File: src/rtl/riscv_defines.sv
// riscv_defines: shared core widths plus memory-arbiter state and port encodings.
package riscv_defines;

    localparam int RISCV_ADDR_WIDTH = 32;
    localparam int RISCV_WORD_WIDTH = 32;

    typedef enum logic {ARB_IDLE, ARB_BUSY} arb_state_t;

    localparam logic ARB_PORT_IMEM = 1'b0;
    localparam logic ARB_PORT_DMEM = 1'b1;

endpackage

File: src/rtl/arb_pick.sv
// arb_pick: combinational two-way winner selection, fixed dmem priority or round-robin.
module arb_pick
    import riscv_defines::*;
#(
    parameter int FIXED_PRIO = 0
) (
    input  logic imem_valid_i,
    input  logic dmem_valid_i,
    input  logic last_grant_i,
    output logic grant_o
);

    // A lone requester always wins; ties go to dmem or to whoever did not win last.
    assign grant_o = (imem_valid_i ^ dmem_valid_i) ? dmem_valid_i :
                     (FIXED_PRIO != 0) ? ARB_PORT_DMEM : ~last_grant_i;

endmodule

File: src/rtl/mem_arbiter.sv
// mem_arbiter: shares one single-port memory between fetch and load/store ports,
// with registered request latching, zero-cycle ready return and optional watchdog.
module mem_arbiter
    import riscv_defines::*;
#(
    parameter int ADDR_W     = RISCV_ADDR_WIDTH,
    parameter int DATA_W     = RISCV_WORD_WIDTH,
    parameter int FIXED_PRIO = 0,
    parameter int TIMEOUT    = 0
) (
    input  logic              clk,
    input  logic              rst,
    input  logic              imem_valid_i,
    output logic              imem_ready_o,
    input  logic [ADDR_W-1:0] imem_addr_i,
    input  logic [DATA_W-1:0] imem_wdata_i,
    input  logic [3:0]        imem_we_i,
    output logic [DATA_W-1:0] imem_rdata_o,
    input  logic              dmem_valid_i,
    output logic              dmem_ready_o,
    input  logic [ADDR_W-1:0] dmem_addr_i,
    input  logic [DATA_W-1:0] dmem_wdata_i,
    input  logic [3:0]        dmem_we_i,
    output logic [DATA_W-1:0] dmem_rdata_o,
    output logic              mem_valid_o,
    input  logic              mem_ready_i,
    output logic [ADDR_W-1:0] mem_addr_o,
    output logic [DATA_W-1:0] mem_wdata_o,
    output logic [3:0]        mem_we_o,
    input  logic [DATA_W-1:0] mem_rdata_i,
    output logic              err_o,
    output logic              err_port_o
);

    localparam int CNT_W = (TIMEOUT > 0) ? $clog2(TIMEOUT + 1) : 1;
    localparam logic [CNT_W-1:0] CNT_LAST = CNT_W'((TIMEOUT > 0) ? TIMEOUT - 1 : 0);

    arb_state_t        state_q, state_d;
    logic              grant_q, grant_d;
    logic              last_grant_q, last_grant_d;
    logic [CNT_W-1:0]  cnt_q, cnt_d;
    logic              valid_q, valid_d;
    logic [ADDR_W-1:0] addr_q, addr_d;
    logic [DATA_W-1:0] wdata_q, wdata_d;
    logic [3:0]        we_q, we_d;
    logic              err_q, err_d;
    logic              err_port_q, err_port_d;
    logic              pick;
    logic              done;
    logic              expire;

    arb_pick #(.FIXED_PRIO(FIXED_PRIO)) u_pick (
        .imem_valid_i(imem_valid_i),
        .dmem_valid_i(dmem_valid_i),
        .last_grant_i(last_grant_q),
        .grant_o     (pick)
    );

    // Completion seen during the reset cycle is discarded.
    assign done   = (state_q == ARB_BUSY) && mem_ready_i && !rst;
    assign expire = (TIMEOUT > 0) && (state_q == ARB_BUSY) && !mem_ready_i && (cnt_q == CNT_LAST);

    always_comb begin
        state_d      = state_q;
        grant_d      = grant_q;
        last_grant_d = last_grant_q;
        cnt_d        = cnt_q;
        valid_d      = valid_q;
        addr_d       = addr_q;
        wdata_d      = wdata_q;
        we_d         = we_q;
        err_d        = 1'b0;
        err_port_d   = err_port_q;
        if (state_q == ARB_IDLE) begin
            if (imem_valid_i || dmem_valid_i) begin
                state_d      = ARB_BUSY;
                grant_d      = pick;
                last_grant_d = pick;
                cnt_d        = '0;
                valid_d      = 1'b1;
                addr_d       = pick ? dmem_addr_i : imem_addr_i;
                wdata_d      = pick ? dmem_wdata_i : imem_wdata_i;
                we_d         = pick ? dmem_we_i : imem_we_i;
            end
        end else if (mem_ready_i) begin
            state_d = ARB_IDLE;
            valid_d = 1'b0;
        end else if (expire) begin
            state_d    = ARB_IDLE;
            valid_d    = 1'b0;
            err_d      = 1'b1;
            err_port_d = grant_q;
        end else begin
            cnt_d = (cnt_q == '1) ? cnt_q : cnt_q + 1'b1;
        end
    end

    always_ff @(posedge clk) begin
        if (rst) begin
            state_q      <= ARB_IDLE;
            grant_q      <= ARB_PORT_IMEM;
            last_grant_q <= ARB_PORT_DMEM;
            cnt_q        <= '0;
            valid_q      <= 1'b0;
            addr_q       <= '0;
            wdata_q      <= '0;
            we_q         <= '0;
            err_q        <= 1'b0;
            err_port_q   <= 1'b0;
        end else begin
            state_q      <= state_d;
            grant_q      <= grant_d;
            last_grant_q <= last_grant_d;
            cnt_q        <= cnt_d;
            valid_q      <= valid_d;
            addr_q       <= addr_d;
            wdata_q      <= wdata_d;
            we_q         <= we_d;
            err_q        <= err_d;
            err_port_q   <= err_port_d;
        end
    end

    assign imem_ready_o = done && (grant_q == ARB_PORT_IMEM);
    assign dmem_ready_o = done && (grant_q == ARB_PORT_DMEM);
    assign imem_rdata_o = imem_ready_o ? mem_rdata_i : '0;
    assign dmem_rdata_o = dmem_ready_o ? mem_rdata_i : '0;
    assign mem_valid_o  = valid_q;
    assign mem_addr_o   = addr_q;
    assign mem_wdata_o  = wdata_q;
    assign mem_we_o     = we_q;
    assign err_o        = err_q;
    assign err_port_o   = err_port_q;

endmodule

File: config.mk
export PLATFORM = sky130hd
export DESIGN_NAME = mem_arbiter
export DESIGN_NICKNAME = d
export VERILOG_FILES = /design/src/rtl/riscv_defines.sv /design/src/rtl/arb_pick.sv /design/src/rtl/mem_arbiter.sv
export SDC_FILE = /design/constraint.sdc
export NUM_CORES = 1
export LEC_CHECK = 0
export ABC_AREA = 1
export BUFFER_PORTS_ARGS = -buffer_cell sky130_fd_sc_hd__buf_4
export CAP_MARGIN = 20
export CORE_AREA = 2 2 121 123
export CTS_CLUSTER_DIAMETER = 30
export DETAILED_ROUTE_END_ITERATION = 16
export DIE_AREA = 0 0 123 125
export GPL_TIMING_DRIVEN = 0
export PLACE_DENSITY = 0.7
export SETUP_SLACK_MARGIN = 0.2
export SLEW_MARGIN = 20
export SYNTH_ARGS = -nofsm -noshare
export SYNTH_HDL_FRONTEND = slang
export SYNTH_SLANG_ARGS = --single-unit
File: constraint.sdc
create_clock -name clk -period 1.35 [get_ports clk]
set_clock_uncertainty 0.05 [all_clocks]
set_input_delay 0.135 -clock clk [delete_from_list [all_inputs] [get_ports clk]]
set_output_delay 0.135 -clock clk [all_outputs]
set_load 0.005 [all_outputs]
==> impl_table.tex <==
\begin{tabular}{lr}
\hline
Metric & Value \\
\hline
\multicolumn{2}{l}{\textbf{Power and ir drop}} \\
Peak ir drop on the vdd network & 0.804 mV \\
Pwr Total & 0.00814 W \\
Cell leakage power & 4.98 nW \\
Power per standard cell area & 883 nW/um\^{}2 \\
\multicolumn{2}{l}{\textbf{Synth}} \\
Count leader, synth & sky130\_fd\_sc\_hd\_\_nand3\_1 \\
Sequential cell area fraction in the yosys report & 33.7\% \\
Number of synthesized flops with an enable pin & 0 \\
Proportion of synthesized flip-flops having asynchronous set or reset & 0\% \\
Synth top cells by count & sky130\_fd\_sc\_hd\_\_nand3\_1, sky130\_fd\_sc\_hd\_\_nor2\_1, sky130\_fd\_sc\_hd\_\_inv\_1 \\
Cell area after synthesis & 4270 um\^{}2 \\
Synth Register Bits & 72 \\
Yosys warns & 0 \\
Count of different cell masters after synthesis & 18 \\
Synth area leaders & sky130\_fd\_sc\_hd\_\_dfxtp\_1, sky130\_fd\_sc\_hd\_\_nand3\_1, sky130\_fd\_sc\_hd\_\_nor2\_1, sky130\_fd\_sc\_hd\_\_inv\_1, sky130\_fd\_sc\_hd\_\_nand2\_1 \\
Number of instances in the synthesized netlist & 730 \\
Cell taking the most area after synthesis & sky130\_fd\_sc\_hd\_\_dfxtp\_1 \\
Most frequently used flop master after synthesis & sky130\_fd\_sc\_hd\_\_dfxtp\_1 \\
Area fraction of the dominant cell type after synthesis & 33.7\% \\
Synthesized area per cell & 5.85 um\^{}2 \\
\multicolumn{2}{l}{\textbf{Timing}} \\
Count of endpoints failing setup in the final report & 137 \\
Crit share post-route & 121\% \\
Count of endpoints failing hold in the final timing report & 0 \\
Worst Tran Pin Value & 0.514 ns \\
RSZ-0062 raised after global routing & true \\
PnR worst setup slack & -0.285 ns \\
Achievable frequency & 612 MHz \\
Final max-slew violation count & 0 \\
Worst rel slew slack & 65.7\% \\
Final critical path time including I/O delays and setup & 1.63 ns \\
Setup Total Neg Slack & -28.59 ns \\
\multicolumn{2}{l}{\textbf{CTS}} \\
Root Buffer Master & sky130\_fd\_sc\_hd\_\_clkbuf\_16 \\
Maximum clock insertion buffer count & 2 \\
Number of H-tree levels & 3 \\
Total clock buffers created by CTS & 9 \\
Clock latency on the worst-skew pair & 0.33 ns \\
Clock edge transition at the registers on the reported setup and hold paths & 0.06 ns \\
Clock tree sinks & 72 \\
Clock tree from TritonCTS & yes \\
\multicolumn{2}{l}{\textbf{Final layout}} \\
End-of-flow core utilization & 64.9\% \\
Area growth from synthesis to layout & 116\% \\
Proportion of layout cells with a drive suffix above 1 & 51.6\% \\
Layout Nets & 1,273 \\
Fill cell count & 1,225 \\
Area of the multi-input gates & 2910 um\^{}2 \\
Area taken by flip-flops and latches & 1450 um\^{}2 \\
\multicolumn{2}{l}{\textbf{Setup path}} \\
Setup crit end kind & output pin \\
Max FO, Critical Path & 6 \\
Nature of the critical path startpoint & flop \\
Critical path data arrival time & 1.45 ns \\
Path type of the worst setup path & flop to output pin \\
Worst endpoint required time & 1.16 ns \\
\multicolumn{2}{l}{\textbf{Route}} \\
Initial DRT Pass Iterations & 4 \\
Wirelength, routed & 20,700 um \\
Count of antenna-violating nets left after detailed routing & 0 \\
Routed len/inst & 16.1 um \\
DR iter-0 viols & 193 \\
Via/cell ratio & 4.75 \\
Total via count in the routed design & 6,127 \\
DRC viols & 0 \\
\multicolumn{2}{l}{\textbf{Die}} \\
Die width & 123 um \\
Die span in y & 125 um \\
Starting Density & 30.1\% \\
IO Pins & 310 \\
Core Footprint & 14,200 um\^{}2 \\
Placement Rows & 44 \\
Die area & 15,400 um\^{}2 \\
\multicolumn{2}{l}{\textbf{Min path}} \\
Worst hold-check path type & input port to flop \\
\multicolumn{2}{l}{\textbf{Placed design}} \\
Final weighted congestion of routability-driven global placement & 0.806 \\
Port buffer count & 306 \\
Half-perimeter wire length of the detailed placement result & 13,600 um \\
\multicolumn{2}{l}{\textbf{GRT}} \\
Number of antenna violations at the first check in global routing & 2 \\
Number of global-route vias before repair & 5,723 \\
First-pass GRT wire length & 28,500 um \\
Global route total overflow & 0 \\
Overall routing resource usage & 23.7\% \\
Pin count of the biggest net entering global routing & 14 \\
\multicolumn{2}{l}{\textbf{Run}} \\
Maximum capacitance violations & 0 \\
\multicolumn{2}{l}{\textbf{Status}} \\
Failing checks & negative setup slack \\
Outcome & finished, violations left \\
\hline
\end{tabular}
-- metrics by stage --
| stage | area [um^2] | cells | setup WS [ns] | hold WS [ns] |
|---|---|---|---|---|
| after global placement | 6900 | 1221 | -0.295 | 0.402 |
| after global routing | 9220 | 1288 | -0.347 | 0.0710 |
| after CTS | 8380 | 1274 | -0.213 | 0.0491 |
| final | 9220 | 1289 | -0.285 | 0.0606 |
| after detailed placement | 6900 | 1221 | -0.308 | 0.393 |
| after floorplan | 4370 | 731 | 0.161 | 0.284 |
-- cells by family (layout without fill, tap and decap cells) --
logic type / count (synthesis) / in the layout / synth area share [%]
other cells: 1 / 3 / 0.0877
simple gates: 484 / 485 / 48.7
flops: 72 / 72 / 33.7
fa+ha+maj: 1 / 1 / 0.293
compound gates: 4 / 4 / 0.527
buf+inv: 168 / 540 / 16.6
-- worst max-delay path: stages (launching register included) --
cell,delay [ns]
sky130_fd_sc_hd__dfxtp_4,0.36
sky130_fd_sc_hd__nand2_4,0.05
sky130_fd_sc_hd__inv_4,0.07
sky130_fd_sc_hd__nand3b_1,0.09
sky130_fd_sc_hd__buf_6,0.17
sky130_fd_sc_hd__buf_6,0.14
sky130_fd_sc_hd__nor2_2,0.11
sky130_fd_sc_hd__buf_4,0.13
-- registers in the layout (all words and copies together), names as in the netlist --
signal,count
grant_q,1
last_grant_q,1
mem_wdata_o,32
state_q,1
mem_valid_o,1
mem_addr_o,32
mem_we_o,4
-- layout make-up --
| cell class | instances | share of cell area [%] |
|---|---|---|
| repair buffers | 356 | 36.2 |
| multi-input cells | 492 | 31.5 |
| flip-flops and latches | 72 | 15.7 |
| plain buffers | 59 | 6.12 |
| inverters | 109 | 4.68 |
| well taps | 184 | 2.50 |
| clock buffers | 9 | 2.44 |
| clock inverters | 7 | 0.773 |
| diodes | 1 | 0.0271 |
-- layer usage --
metal | wire length (um) | global-route usage [%] | vias to the layer above
met5 | 13 | 0 | -
met4 | 688 | 9.63 | 2
met3 | 1820 | 7.98 | 47
met2 | 10800 | 43.4 | 245
met1 | 7420 | 24.2 | 2828
li1 | - | - | 3005
-- final timing paths --
path / startpoint / endpoint / slack (ns) / cells after the start
setup / recovery: state_q / imem_rdata_o[14] / -0.28 / 7
hold / removal: dmem_wdata_i[23] / mem_wdata_o[23] / 0.06 / 5
hold reg to reg: mem_valid_o / mem_valid_o / 0.46 / 2
setup reg to reg: state_q / mem_addr_o[21] / -0.26 / 10
-- cells in the final DEF (no fill, tap or decap), drive strengths merged --
cell | synthesis | final
dfxtp | 72 | 72
clkinvlp | 0 | 3
inv | 109 | 109
ha | 1 | 1
nand2 | 74 | 74
buf | 47 | 398
nor2 | 203 | 203
bufinv | 0 | 1
diode | 0 | 1
clkinv | 0 | 3
a21oi | 2 | 2
o21ai | 1 | 1
conb | 1 | 2
nand3b | 1 | 1
clkbuf | 12 | 25
o211ai | 1 | 1
bufbuf | 0 | 1
nand3 | 206 | 207
-- report_power, final --
group / internal, W / total, W / switching, W
Sequential: 0.00237 / 0.00251 / 0.000141
Combinational: 0.00173 / 0.00321 / 0.00149
Clock: 0.00143 / 0.00242 / 0.000992
-- what timing repair did --
action	CTS	global route
setup buffers	21	9
endpoints found under the setup margin	137	137
cloned	16	5
hold endpoints to repair	0	0
pin swaps	20	68
resized for setup	157	164
hold buffers	0	0
Power figures use the tool's default switching activity.
